$ cat src/rtl/formant_pkg.sv
// Shared types, constants and arithmetic helpers for the formant blocks.
package formant_pkg;

    typedef enum logic [1:0] {
        IDLE,
        RUN,
        DRAIN
    } synth_state_t;

    localparam int unsigned I_DEFAULT  = 160;
    localparam int unsigned I_WIDTH    = $clog2(I_DEFAULT);
    localparam int unsigned PIPE_DEPTH = 3;

    // Unsigned add clamped to the largest value representable in `width` bits.
    // Both operands are expected to already be within that range (width <= 63).
    function automatic logic [63:0] sat_add(input logic [63:0] a,
                                            input logic [63:0] b,
                                            input int unsigned width);
        logic [63:0] lim;
        logic [63:0] sum;
        lim = (64'd1 << width) - 64'd1;
        sum = a + b;
        return (sum > lim) ? lim : sum;
    endfunction

endpackage

$ cat src/rtl/formant_spectrum_synth_if.sv
// Frame-in / spectrum-stream-out bundle of the formant spectrum synthesiser.
interface formant_spectrum_synth_if
    import formant_pkg::*;
#(
    parameter int unsigned BIT_WIDTH = 32,
    parameter int unsigned FORMANTS  = 5,
    parameter int unsigned IDX_W     = I_WIDTH
);

    logic                                formant_valid;
    logic [0:FORMANTS-1][BIT_WIDTH-1:0] formant_freq;
    logic                                busy;
    logic                                spec_valid;
    logic [BIT_WIDTH-1:0]                spec_data;
    logic [IDX_W-1:0]                    spec_index;
    logic                                spec_last;
    logic                                overrun;

    modport master (
        output formant_valid, formant_freq,
        input  busy, spec_valid, spec_data, spec_index, spec_last, overrun
    );

    modport slave (
        input  formant_valid, formant_freq,
        output busy, spec_valid, spec_data, spec_index, spec_last, overrun
    );

endinterface

$ cat src/rtl/formant_tri_contrib.sv
// Two-stage triangular resonance of one formant: bin distance, then clipped contribution.
module formant_tri_contrib
    import formant_pkg::*;
#(
    parameter int unsigned     BIT_WIDTH = 32,
    parameter int unsigned     IDX_W     = I_WIDTH,
    parameter int unsigned     FRAC_BITS = 8,
    parameter longint unsigned PEAK      = 64'd65536,
    parameter longint unsigned SLOPE     = 64'd4096
) (
    input  logic                 clk_in,
    input  logic                 rst_in,
    input  logic [IDX_W-1:0]     bin,
    input  logic [BIT_WIDTH-1:0] freq,
    output logic [BIT_WIDTH-1:0] contrib
);

    localparam int unsigned PW = 2 * BIT_WIDTH;

    logic [BIT_WIDTH-1:0] pos;
    logic [BIT_WIDTH-1:0] dist_d, dist_q;
    logic                 off_d, off_q;
    logic [PW-1:0]        prod, pen, peak_w;
    logic [BIT_WIDTH-1:0] contrib_d, contrib_q;

    // S1: absolute distance between the bin centre and the formant, fixed point.
    always_comb begin
        pos    = BIT_WIDTH'(bin) << FRAC_BITS;
        dist_d = (pos >= freq) ? (pos - freq) : (freq - pos);
        off_d  = (freq == '0);
    end

    // S2: linear decay from PEAK, clipped at zero; disabled formants give nothing.
    always_comb begin
        peak_w    = PW'(PEAK);
        prod      = PW'(dist_q) * PW'(SLOPE);
        pen       = prod >> FRAC_BITS;
        contrib_d = (off_q || (pen >= peak_w)) ? '0 : BIT_WIDTH'(peak_w - pen);
    end

    // Stage registers.
    always_ff @(posedge clk_in) begin
        if (rst_in) begin
            dist_q    <= '0;
            off_q     <= 1'b1;
            contrib_q <= '0;
        end else begin
            dist_q    <= dist_d;
            off_q     <= off_d;
            contrib_q <= contrib_d;
        end
    end

    assign contrib = contrib_q;

endmodule

$ cat src/rtl/formant_spectrum_synth.sv
// Regenerates a triangular-resonance magnitude envelope, one bin per cycle, from a formant frame.
module formant_spectrum_synth
    import formant_pkg::*;
#(
    parameter int unsigned     BIT_WIDTH = 32,
    parameter int unsigned     I         = I_DEFAULT,
    parameter int unsigned     FORMANTS  = 5,
    parameter int unsigned     FRAC_BITS = 8,
    parameter longint unsigned PEAK      = 64'd65536,
    parameter longint unsigned SLOPE     = 64'd4096
) (
    input logic                    clk_in,
    input logic                    rst_in,
    formant_spectrum_synth_if.slave bus
);

    localparam int unsigned      IDX_W    = $clog2(I);
    localparam logic [IDX_W-1:0] LAST_BIN = IDX_W'(I - 1);

    typedef logic [0:FORMANTS-1][BIT_WIDTH-1:0] frame_t;

    synth_state_t            state_d, state_q;
    logic [IDX_W-1:0]        cnt_d, cnt_q;
    frame_t                  active_d, active_q;
    frame_t                  pend_d, pend_q;
    logic                    pend_full_d, pend_full_q;
    logic                    overrun_d, overrun_q;
    logic [PIPE_DEPTH-1:0]   vld_d, vld_q;
    logic [PIPE_DEPTH-1:0]   last_d, last_q;
    logic [IDX_W-1:0]        idx_d [PIPE_DEPTH];
    logic [IDX_W-1:0]        idx_q [PIPE_DEPTH];
    logic [BIT_WIDTH-1:0]    data_d, data_q;
    logic [BIT_WIDTH-1:0]    contrib [FORMANTS];
    logic [63:0]             acc;
    logic                    boundary;
    logic                    run;

    for (genvar k = 0; k < FORMANTS; k++) begin : g_tri
        formant_tri_contrib #(
            .BIT_WIDTH (BIT_WIDTH),
            .IDX_W     (IDX_W),
            .FRAC_BITS (FRAC_BITS),
            .PEAK      (PEAK),
            .SLOPE     (SLOPE)
        ) u_tri (
            .clk_in  (clk_in),
            .rst_in  (rst_in),
            .bin     (cnt_q),
            .freq    (active_q[k]),
            .contrib (contrib[k])
        );
    end

    // Frame sequencing: capture, bin counting, pending slot and back-to-back restart.
    always_comb begin
        state_d     = state_q;
        cnt_d       = cnt_q;
        active_d    = active_q;
        pend_d      = pend_q;
        pend_full_d = pend_full_q;
        overrun_d   = 1'b0;
        boundary    = 1'b0;
        unique case (state_q)
            IDLE: begin
                if (bus.formant_valid) begin
                    active_d = bus.formant_freq;
                    cnt_d    = '0;
                    state_d  = RUN;
                end
            end
            RUN, DRAIN: begin
                // A new frame may only start once the last bin has been issued; a strobe on
                // that same cycle is newer than the pending slot and displaces it.
                boundary = (state_q == DRAIN) || (cnt_q == LAST_BIN);
                if (boundary && (bus.formant_valid || pend_full_q)) begin
                    active_d    = bus.formant_valid ? bus.formant_freq : pend_q;
                    overrun_d   = bus.formant_valid && pend_full_q;
                    pend_full_d = 1'b0;
                    cnt_d       = '0;
                    state_d     = RUN;
                end else if (boundary) begin
                    if (state_q == RUN) begin
                        state_d = DRAIN;
                    end else if (vld_q[PIPE_DEPTH-2:0] == '0) begin
                        state_d = IDLE;
                    end
                end else begin
                    cnt_d = cnt_q + IDX_W'(1);
                    if (bus.formant_valid) begin
                        pend_d      = bus.formant_freq;
                        pend_full_d = 1'b1;
                        overrun_d   = pend_full_q;
                    end
                end
            end
            default: state_d = IDLE;
        endcase
    end

    // Side-band pipeline (valid/index/last) and the S3 saturating adder tree.
    always_comb begin
        run      = (state_q == RUN);
        vld_d    = {vld_q[PIPE_DEPTH-2:0], run};
        last_d   = {last_q[PIPE_DEPTH-2:0], run && (cnt_q == LAST_BIN)};
        idx_d[0] = run ? cnt_q : '0;
        for (int unsigned i = 1; i < PIPE_DEPTH; i++) begin
            idx_d[i] = idx_q[i-1];
        end
        acc = '0;
        for (int unsigned k = 0; k < FORMANTS; k++) begin
            acc = sat_add(acc, 64'(contrib[k]), BIT_WIDTH);
        end
        data_d = vld_q[PIPE_DEPTH-2] ? BIT_WIDTH'(acc) : '0;
    end

    // State and pipeline registers.
    always_ff @(posedge clk_in) begin
        if (rst_in) begin
            state_q     <= IDLE;
            cnt_q       <= '0;
            active_q    <= '0;
            pend_q      <= '0;
            pend_full_q <= 1'b0;
            overrun_q   <= 1'b0;
            vld_q       <= '0;
            last_q      <= '0;
            data_q      <= '0;
            for (int unsigned i = 0; i < PIPE_DEPTH; i++) begin
                idx_q[i] <= '0;
            end
        end else begin
            state_q     <= state_d;
            cnt_q       <= cnt_d;
            active_q    <= active_d;
            pend_q      <= pend_d;
            pend_full_q <= pend_full_d;
            overrun_q   <= overrun_d;
            vld_q       <= vld_d;
            last_q      <= last_d;
            data_q      <= data_d;
            for (int unsigned i = 0; i < PIPE_DEPTH; i++) begin
                idx_q[i] <= idx_d[i];
            end
        end
    end

    assign bus.busy       = (state_q != IDLE) || (|vld_q);
    assign bus.spec_valid = vld_q[PIPE_DEPTH-1];
    assign bus.spec_data  = data_q;
    assign bus.spec_index = idx_q[PIPE_DEPTH-1];
    assign bus.spec_last  = last_q[PIPE_DEPTH-1];
    assign bus.overrun    = overrun_q;

endmodule

$ cat src/flat_wrapper.sv
// flat-port wrapper written by rule: the top's interface ports become plain ports
module formant_spectrum_synth_flat import formant_pkg::*;
#(
    parameter int unsigned     BIT_WIDTH = 32,
    parameter int unsigned     I         = I_DEFAULT,
    parameter int unsigned     FORMANTS  = 5,
    parameter int unsigned     FRAC_BITS = 8,
    parameter longint unsigned PEAK      = 64'd65536,
    parameter longint unsigned SLOPE     = 64'd4096
)
  (clk_in, rst_in, bus_formant_valid, bus_formant_freq, bus_busy, bus_spec_valid, bus_spec_data, bus_spec_index, bus_spec_last, bus_overrun);
  formant_spectrum_synth_if #(.BIT_WIDTH(BIT_WIDTH), .FORMANTS(FORMANTS), .IDX_W(8)) bus_i ();
  input logic clk_in;
  input logic rst_in;
  input wire logic [$bits(bus_i.formant_valid)-1:0] bus_formant_valid;
  input wire logic [$bits(bus_i.formant_freq)-1:0] bus_formant_freq;
  output wire logic [$bits(bus_i.busy)-1:0] bus_busy;
  output wire logic [$bits(bus_i.spec_valid)-1:0] bus_spec_valid;
  output wire logic [$bits(bus_i.spec_data)-1:0] bus_spec_data;
  output wire logic [$bits(bus_i.spec_index)-1:0] bus_spec_index;
  output wire logic [$bits(bus_i.spec_last)-1:0] bus_spec_last;
  output wire logic [$bits(bus_i.overrun)-1:0] bus_overrun;
  assign bus_i.formant_valid = bus_formant_valid;
  assign bus_i.formant_freq = bus_formant_freq;
  assign bus_busy = bus_i.busy;
  assign bus_spec_valid = bus_i.spec_valid;
  assign bus_spec_data = bus_i.spec_data;
  assign bus_spec_index = bus_i.spec_index;
  assign bus_spec_last = bus_i.spec_last;
  assign bus_overrun = bus_i.overrun;
  formant_spectrum_synth #(.BIT_WIDTH(BIT_WIDTH), .I(I), .FORMANTS(FORMANTS), .FRAC_BITS(FRAC_BITS), .PEAK(PEAK), .SLOPE(SLOPE)) u_core (.clk_in(clk_in), .rst_in(rst_in), .bus(bus_i));
endmodule
$ cat config.mk
export PLATFORM = sky130hd
export DESIGN_NAME = formant_spectrum_synth_flat
export DESIGN_NICKNAME = d
export VERILOG_FILES = /design/src/rtl/formant_pkg.sv /design/src/rtl/formant_spectrum_synth_if.sv /design/src/rtl/formant_tri_contrib.sv /design/src/rtl/formant_spectrum_synth.sv /design/src/flat_wrapper.sv
export SDC_FILE = /design/constraint.sdc
export NUM_CORES = 2
export LEC_CHECK = 0
export BUFFER_PORTS_ARGS = -buffer_cell sky130_fd_sc_hd__buf_2
export CAP_MARGIN = 20
export CORE_ASPECT_RATIO = 0.5
export CORE_UTILIZATION = 40
export CTS_CLUSTER_SIZE = 14
export DETAILED_ROUTE_END_ITERATION = 10
export PLACE_DENSITY = 0.65
export SLEW_MARGIN = 15
export SYNTH_ARGS = -nofsm -noshare
export SYNTH_HDL_FRONTEND = slang
export SYNTH_SLANG_ARGS = --single-unit
$ cat constraint.sdc
create_clock -name clk_in -period 14.48 [get_ports clk_in]
set_input_delay 2.172 -clock clk_in [delete_from_list [all_inputs] [get_ports clk_in]]
set_output_delay 2.172 -clock clk_in [all_outputs]
set_load 0.02 [all_outputs]
==> Yosys cells after proc, flatten, opt, wreduce, memory -nomap -nowiden <==
Memory sizes are Yosys's and may differ from the RTL's.
Cells that the tools add are included.
{ "word_totals": {"reg_bits": 695, "mem_bits_rw": 24, "output_inout_bits": 44, "wordCells": 156, "memories": 1} }
{ "memory_table": {"columns": ["memory", "depth", "width", "read_ports", "rd_ports_with_merged_regs", "write_ports", "line", "rtl"], "rows": [
  ["u_core.idx_q", 3, 8, 3, 0, 3, "formant_spectrum_synth.sv:31", "logic [IDX_W-1:0] idx_q [PIPE_DEPTH];"]
]} }
{ "op_classes": {"addsub": 20, "n_lt_le_gt_ge": 15, "n_eq_ne": 9, "mux": 37, "bitwise_logic": 7, "reduce_logical": 35} }
{ "op_table": {"columns": ["operator", "count"], "rows": [
  ["160-bit 2-to-1 mux", 3],
  ["160-bit case mux with 2 select lines", 1],
  ["64-bit by 32-bit adder with 64-bit output", 4],
  ["64-bit by 32-bit greater-than comparator with 1-bit output (second input constant)", 4],
  ["32-bit 2-to-1 mux", 7],
  ["64-bit 2-to-1 mux", 3],
  ["36-bit by 17-bit greater-or-equal comparator with 1-bit output (second input constant)", 5],
  ["16-bit by 32-bit greater-or-equal comparator with 1-bit output", 5],
  ["32-bit logical NOT", 5],
  ["16-bit by 32-bit subtractor with 32-bit output", 5],
  ["17-bit by 32-bit subtractor with 32-bit output (first input constant)", 5],
  ["32-bit by 16-bit subtractor with 32-bit output", 5],
  ["8-bit 2-to-1 mux", 7],
  ["32-bit greater-than comparator (second input constant)", 1],
  ["8-bit case mux with 2 select lines", 1],
  ["2-bit OR reduction", 8],
  ["3-bit AND reduction", 5],
  ["2-bit 2-to-1 mux", 5],
  ["1-bit 2-to-1 mux", 9],
  ["8-bit by 1-bit adder with 8-bit output (second input constant)", 1],
  ["8-bit equality test (second input constant)", 1],
  ["1-bit logical OR", 8],
  ["2-bit nonzero test", 3],
  ["2-bit logical NOT", 2],
  ["other kinds (12)", 20]
]} }

==> Logic depth before layout (Yosys ltp) <==
{ "logic_depth": {"ltp_word": 14, "mapped_depth": 48} }

==> Hierarchy <==
A second synthesis with hierarchy kept.
{ "unflattened": {"hier_cells": 4417, "hier_area_um2": 37250.7} }
{ "by_module_without_submodules": {"columns": ["mod", "instances", "cells_per_inst", "area_per_inst_um2", "seq_area_each_um2"], "rows": [
  ["formant_spectrum_synth", 1, 2566, 21169.1, 7887.6],
  ["formant_tri_contrib (u_core.g_tri[0].u_tri ...)", 3, 361, 3188.1, 1221.2],
  ["formant_tri_contrib (u_core.g_tri[4].u_tri)", 1, 403, 3413.3, 1221.2],
  ["formant_tri_contrib (u_core.g_tri[2].u_tri)", 1, 365, 3104.2, 1221.2]
]} }

==> Least setup slack after synthesis <==
No wires, ideal clock.
{ "synth_timing": {"kind": "register -> register", "from": "register u_core.g_tri[1].u_tri.contrib_q[4]", "to": "register u_core.data_q[21], in the netlist u_core.bus.spec_data[21]", "arrival_time_ns": 10.531, "t_required_ns": 14.348, "slack_ns": 3.816, "path_stages_with_launch": 48, "n_path_buf": 7, "synth_period_minus_slack_ns": 10.664, "cell_sequence": "dfxtp_1 -> ha_1 -> fa_1 -> a21oi_1 -> o211ai_1 -> a31oi_1 -> o21ai_0 -> o221ai_1 -> o21ai_0 -> a21o_1 -> a21oi_1 -> clkbuf_1 -> nand2_1 -> ha_1 -> a211oi_1 -> a2111oi_0 -> nor4_1 -> o31ai_1 -> (+12 left out) -> nand3_1 -> o21ai_0 -> o21ai_0 -> a31oi_1 -> clkbuf_1 -> buf_1 -> nand2_1 -> ha_1 -> or3_1 -> a21oi_1 -> a31oi_1 -> a21bo_2 -> a31oi_1 -> nor4b_1 -> o41ai_1 -> clkbuf_1 -> clkbuf_1 -> a21oi_1"} }
{ "synth_between": {"elab_chain_len": 12} }
{ "synth_rtl": {"columns": ["element", "line", "rtl"], "rows": [
  ["start: declaration", "formant_tri_contrib.sv:24", "logic [BIT_WIDTH-1:0] contrib_d, contrib_q;"],
  ["start signal: assignment", "formant_tri_contrib.sv:50", "contrib_q <= contrib_d;"],
  ["64-bit by 32-bit adder with 64-bit output (*)", "formant_pkg.sv:22", "sum = a + b;"],
  ["64-bit by 32-bit greater-than comparator with 1-bit output", "formant_pkg.sv:23", "return (sum > lim) ? lim : sum;"],
  ["64-bit 2-to-1 mux (*)", "formant_pkg.sv:23", null],
  ["64-bit by 32-bit adder with 64-bit output (*)", "formant_pkg.sv:22", null],
  ["64-bit by 32-bit greater-than comparator with 1-bit output", "formant_pkg.sv:23", null],
  ["64-bit 2-to-1 mux (*)", "formant_pkg.sv:23", null],
  ["64-bit by 32-bit adder with 64-bit output (*)", "formant_pkg.sv:22", null],
  ["64-bit by 32-bit greater-than comparator with 1-bit output", "formant_pkg.sv:23", null],
  ["64-bit 2-to-1 mux (*)", "formant_pkg.sv:23", null],
  ["64-bit by 32-bit adder with 64-bit output (*)", "formant_pkg.sv:22", null],
  ["64-bit by 32-bit greater-than comparator with 1-bit output", "formant_pkg.sv:23", null],
  ["32-bit 2-to-1 mux (*)", "formant_pkg.sv:23", null],
  ["end signal: assignment", "formant_spectrum_synth.sv:140", "data_q <= data_d;"],
  ["end: declaration", "formant_spectrum_synth.sv:32", "logic [BIT_WIDTH-1:0] data_d, data_q;"]
]} }
Mark *: on every way between the ends. The rest lies on a longest branch, timed or not.
A chain may end at the register's enable or synchronous reset.

==> Worst setup path in the final report <==
{ "layout_timing": {"from": "register u_core.g_tri[1].u_tri.contrib_q[4]", "to": "register u_core.data_q[3], in the netlist u_core.bus.spec_data[3]"} }
The elaborated chain is that of the path after synthesis.

==> summary.md <==
| Metric | Value |
|---|---|
| Die H | `210 um` |
| Mux cell area share after synthesis | `5.18%` |
| Die area | `approximately 90000 sq um` |
| Final nets | `4641` |
| Number of detailed-routing iterations run before antenna repair | `5` |
| Met1 GRT Util | `a little over a quarter` |
| Post-route clock skew | `~0.024 ns` |
| Core Area | `84800 sq um` |
| Total of flip-flops plus latches after synthesis | `696` |
| Actual slew at the worst max-slew pin | `1.18 ns` |
| Outcome | `complete, no violations` |
| Worst hold slack across all endpoints | `0.443 ns` |
| DRC violation count after routing | `0` |
| Global-route wire length before repair | `141 mm` |
| Global routing's busiest layer | `met2` |
| Gp weighted congestion | `0.924` |
| Most common cell after layout, fill and taps aside | `sky130_fd_sc_hd__dfxtp_1` |
| Placement row count | `75` |
| Initial DRC count | `1821` |
| Width of the die | `418 um` |
| Worst hold path class | `reg2reg` |
| Flop2flop setup slack | `~2.4 ns` |
| Total global routing track utilization | `19.6%` |
| Number of buffer and inverter instances along the worst setup path | `5` |
| Worst ir drop on vdd | `145 uV` |
| Power density over the cells | `around 200 nW/um^2` |
| Buffers inserted by post-CTS timing repair | `0` |
| Total Negative Setup Slacks | `0 ns` |
| Met2 Track Usage GR | `31.8%` |
| Kind of cell adding the most delay to the critical path | `compound AO/OA/AOI/OAI gates` |
| Headroom to the max-slew limit | `21.1%` |
| Routed wire per std cell | `approximately 16 um` |
| Minimum period implied by the final worst setup slack | `12.12 ns` |
| Top FF cell, synth | `sky130_fd_sc_hd__dfxtp_1` |
| Critical path's largest stage delay | `0.77 ns` |
| Post-route insts no fill | `5467` |
| Synth Area in Adders | `8.09%` |
| Depth of the most critical reg-to-reg path | `47` |
| Hold wc startpoint | `u_core.idx_q[0][10]` |
| Vias per inst | `5.24` |
| Critical-path cell with the highest stage delay | `sky130_fd_sc_hd__a2111oi_0` |
| Final setup fails | `0` |
| Initial Util | `40.9%` |
| Main combinational cell family by area after synthesis | `simple AND/OR/NAND/NOR gates` |
| Detailed Route WL | `87.2 mm` |
| Instance count along the most critical hold path | `1` |
| Top Ports | `207` |
| Maximum operating frequency | `82.5 MHz` |
| Crit Reg-Reg Startpoint | `u_core.g_tri[1].u_tri.contrib[4]` |
| CTS tree | `yes` |
| Clock slew at the register clock pins of the worst setup and hold paths | `0.06 ns` |
| CP max FO | `30` |
| Most frequent CP cell | `sky130_fd_sc_hd__o21ai_0` |
| Placed cell areas | `approximately 37000 sq um` |
| Number of fillers in the final layout | `about 8300` |
| Synthesized-area fraction occupied by xor and xnor cells | `6.99%` |
| Post-Syn Instances | `4086` |
| Leakage power | `between 15 and 20 nW` |
| Largest net degree at the start of global routing | `228` |
| Reg area | `13900 sq um` |
| Sink count of the clock tree | `between 600 and 700` |
| Insertion delay of the later-clocked pin in the worst-skew pair | `0.64 ns` |
| Global-route track usage on met3 | `3.15%` |
| Routed vias | `28700` |
| Input/output buffers | `206` |
| Final-report hold violation count | `0` |
| Synth Area in Compound Gates | `16.7%` |
| TritonCTS Buffers | `68` |
| Basic-gate share of the synthesized area counting and, or, nand and nor cells | `between 10% and 20%` |
| Count of yosys warnings during synthesis | `0` |
| Highest-count cells in the layout ignoring fill and taps | `sky130_fd_sc_hd__dfxtp_1, sky130_fd_sc_hd__nand2_1, sky130_fd_sc_hd__nor2_1, sky130_fd_sc_hd__a21oi_1, sky130_fd_sc_hd__ha_1` |
| Number of hold-repair buffers added at the cts stage | `0` |
| Unrepaired setup endpoints after global routing | `false` |
| Portion of the post-synthesis area used by sequential elements | `40.2%` |
| Cell area after layout | `39300 sq um` |
| Root buffer selected by CTS | `sky130_fd_sc_hd__clkbuf_16` |
| Footprint of the multi-input gates | `19900 sq um` |
| Number of instances in the placed design | `about 5300` |
| Data arrival at the endpoint of the critical path | `12.66 ns` |
| Number of global-route vias before repair | `27000` |
| Number of enable flip-flop cells after synthesis | `0` |
| Fin. max-slew vios | `0` |
| Critical path type | `reg2reg` |
| Resized Gates After CTS | `0` |
| Period Utilization, post-route | `83.7%` |
| GRT overflow | `0` |
| Worst path required time | `roughly 15 ns` |
| Endpoint of the most critical register-to-register path | `u_core.bus.spec_data[3]` |
| Min-Delay Endpoint | `u_core.idx_q[0][18]` |
| Antenna violations before repair | `6` |
| Post-route ant nets | `0` |
| Async set or reset register ratio after synthesis | `0%` |
| Synthesis-to-finish area growth | `13.4%` |
| Final HPWL from detailed placement | `62.7 mm` |
| H-tree depth | `3` |
| CTS Buffer Depth | `3` |
| Total standard cell area after synthesis | `34700 sq um` |
| Number of distinct library cells after synthesis | `81` |
| Max Cap Viol | `0` |
| Category of the worst setup path capture point | `flop` |
| Per-instance average area after synthesis | `8.49 sq um` |
| Sort of element at the start of the critical path | `flop` |
| Fraction of final layout cells with drive strength greater than 1 | `approximately 9.1%` |
area by class of cell:
class | instances | area share [%]
antenna | 3 | 0.0191
clock buffer | 95 | 5.15
clock inverter | 25 | 0.805
inverter | 123 | 1.17
multi-input combinational | 3142 | 50.5
sequential | 696 | 35.4
tap | 1155 | 3.67
timing repair buffer | 228 | 3.24
synth_stat cells (17+ instances only):
library cell | n | share of area [%]
sky130_fd_sc_hd__a211oi_1 | 179 | 3.9
sky130_fd_sc_hd__a21o_1 | 66 | 1.4
sky130_fd_sc_hd__a21oi_1 | 372 | 5.4
sky130_fd_sc_hd__a31oi_1 | 27 | 0.49
sky130_fd_sc_hd__clkbuf_1 | 191 | 2.1
sky130_fd_sc_hd__dfxtp_1 | 696 | 40
sky130_fd_sc_hd__ha_1 | 210 | 7.6
sky130_fd_sc_hd__inv_1 | 122 | 1.3
sky130_fd_sc_hd__mux2i_1 | 175 | 5.0
sky130_fd_sc_hd__nand2_1 | 514 | 5.6
sky130_fd_sc_hd__nand2b_1 | 38 | 0.69
sky130_fd_sc_hd__nand3_1 | 37 | 0.53
sky130_fd_sc_hd__nand4_1 | 21 | 0.38
sky130_fd_sc_hd__nor2_1 | 490 | 5.3
sky130_fd_sc_hd__nor2b_1 | 49 | 0.88
sky130_fd_sc_hd__nor3_1 | 84 | 1.2
sky130_fd_sc_hd__nor4_1 | 64 | 1.2
sky130_fd_sc_hd__o21a_1 | 17 | 0.37
sky130_fd_sc_hd__o21ai_0 | 124 | 1.8
sky130_fd_sc_hd__o31ai_1 | 19 | 0.41
sky130_fd_sc_hd__or2_2 | 17 | 0.31
sky130_fd_sc_hd__or3_1 | 35 | 0.63
sky130_fd_sc_hd__or4_1 | 29 | 0.63
sky130_fd_sc_hd__xnor2_1 | 114 | 2.9
sky130_fd_sc_hd__xor2_1 | 163 | 4.1
flip-flops by register name (all words and copies together), names as in the netlist:
signal / flops
u_core.pend_full_q: 1
u_core.idx_q: 24
u_core.bus.spec_data: 29
u_core.last_q: 3
u_core.vld_q: 3
u_core.state_q: 2
u_core.g_tri.u_tri.dist_q: 160
u_core.g_tri.u_tri.contrib: 140
u_core.bus.overrun: 1
u_core.pend_q: 160
u_core.cnt_q: 8
u_core.g_tri.u_tri.off_q: 5
u_core.active_q: 160
cells by family after synthesis:
family	Yosys count
XOR/XNOR	277
other	1
flip-flops	696
multiplexers	179
adder cells (fa/ha/maj)	219
AND/OR/NAND/NOR	1463
AO/OA/AOI/OAI	929
buffers and inverters	322
report_power, final:
group | total, W | internal, W | switching [W]
logic | 0.00331 | 0.00137 | 0.00194
clock network | 0.00186 | 0.00109 | 0.000772
registers | 0.00273 | 0.00234 | 0.000389
worst register-to-register path: cells and delay by family (launching register included):
family	cells	cell delay [ns]
AO/OA/AOI/OAI	25	6.35
AND/OR/NAND/NOR	10	2.36
adder cells (fa/ha/maj)	7	2.13
buffers and inverters	5	0.89
flip-flops	1	0.30
layer usage:
layer | up-vias | part of all wire, %
met5 | - | 0
li1 | 14600 | -
met4 | 0 | 2.8
met3 | 132 | 4.5
met2 | 514 | 46
met1 | 13500 | 47
worst max-delay path by stage:
stage | endpoint | from | depth (start not counted) | slack [ns]
finish | u_core.bus.spec_data[3] | u_core.g_tri[1].u_tri.contrib[4] | 47 | 2.36
CTS | u_core.bus.spec_data[3] | u_core.g_tri[1].u_tri.contrib[4] | 47 | 2.53
detailed placement | u_core.bus.spec_data[3] | u_core.g_tri[1].u_tri.contrib[4] | 47 | 2.58
global placement | u_core.bus.spec_data[3] | u_core.g_tri[1].u_tri.contrib[4] | 47 | 2.95
global route | u_core.bus.spec_data[3] | u_core.g_tri[1].u_tri.contrib[4] | 47 | 1.33
floorplan | u_core.bus.spec_data[21] | u_core.g_tri[1].u_tri.contrib[4] | 47 | 3.82
per-stage QoR:
step / power [W] / setup slack, ns / util [%]
after global routing: 0.00850 / 1.33 / 46.4
after global placement: 0.00597 / 2.95 / 43.5
after floorplan: 0.00527 / 3.82 / -
after detailed placement: 0.00605 / 2.58 / 43.5
after CTS: 0.00793 / 2.53 / 46.3
final: 0.00790 / 2.36 / 46.4
No activity file was read; power rests on OpenSTA's default activity.
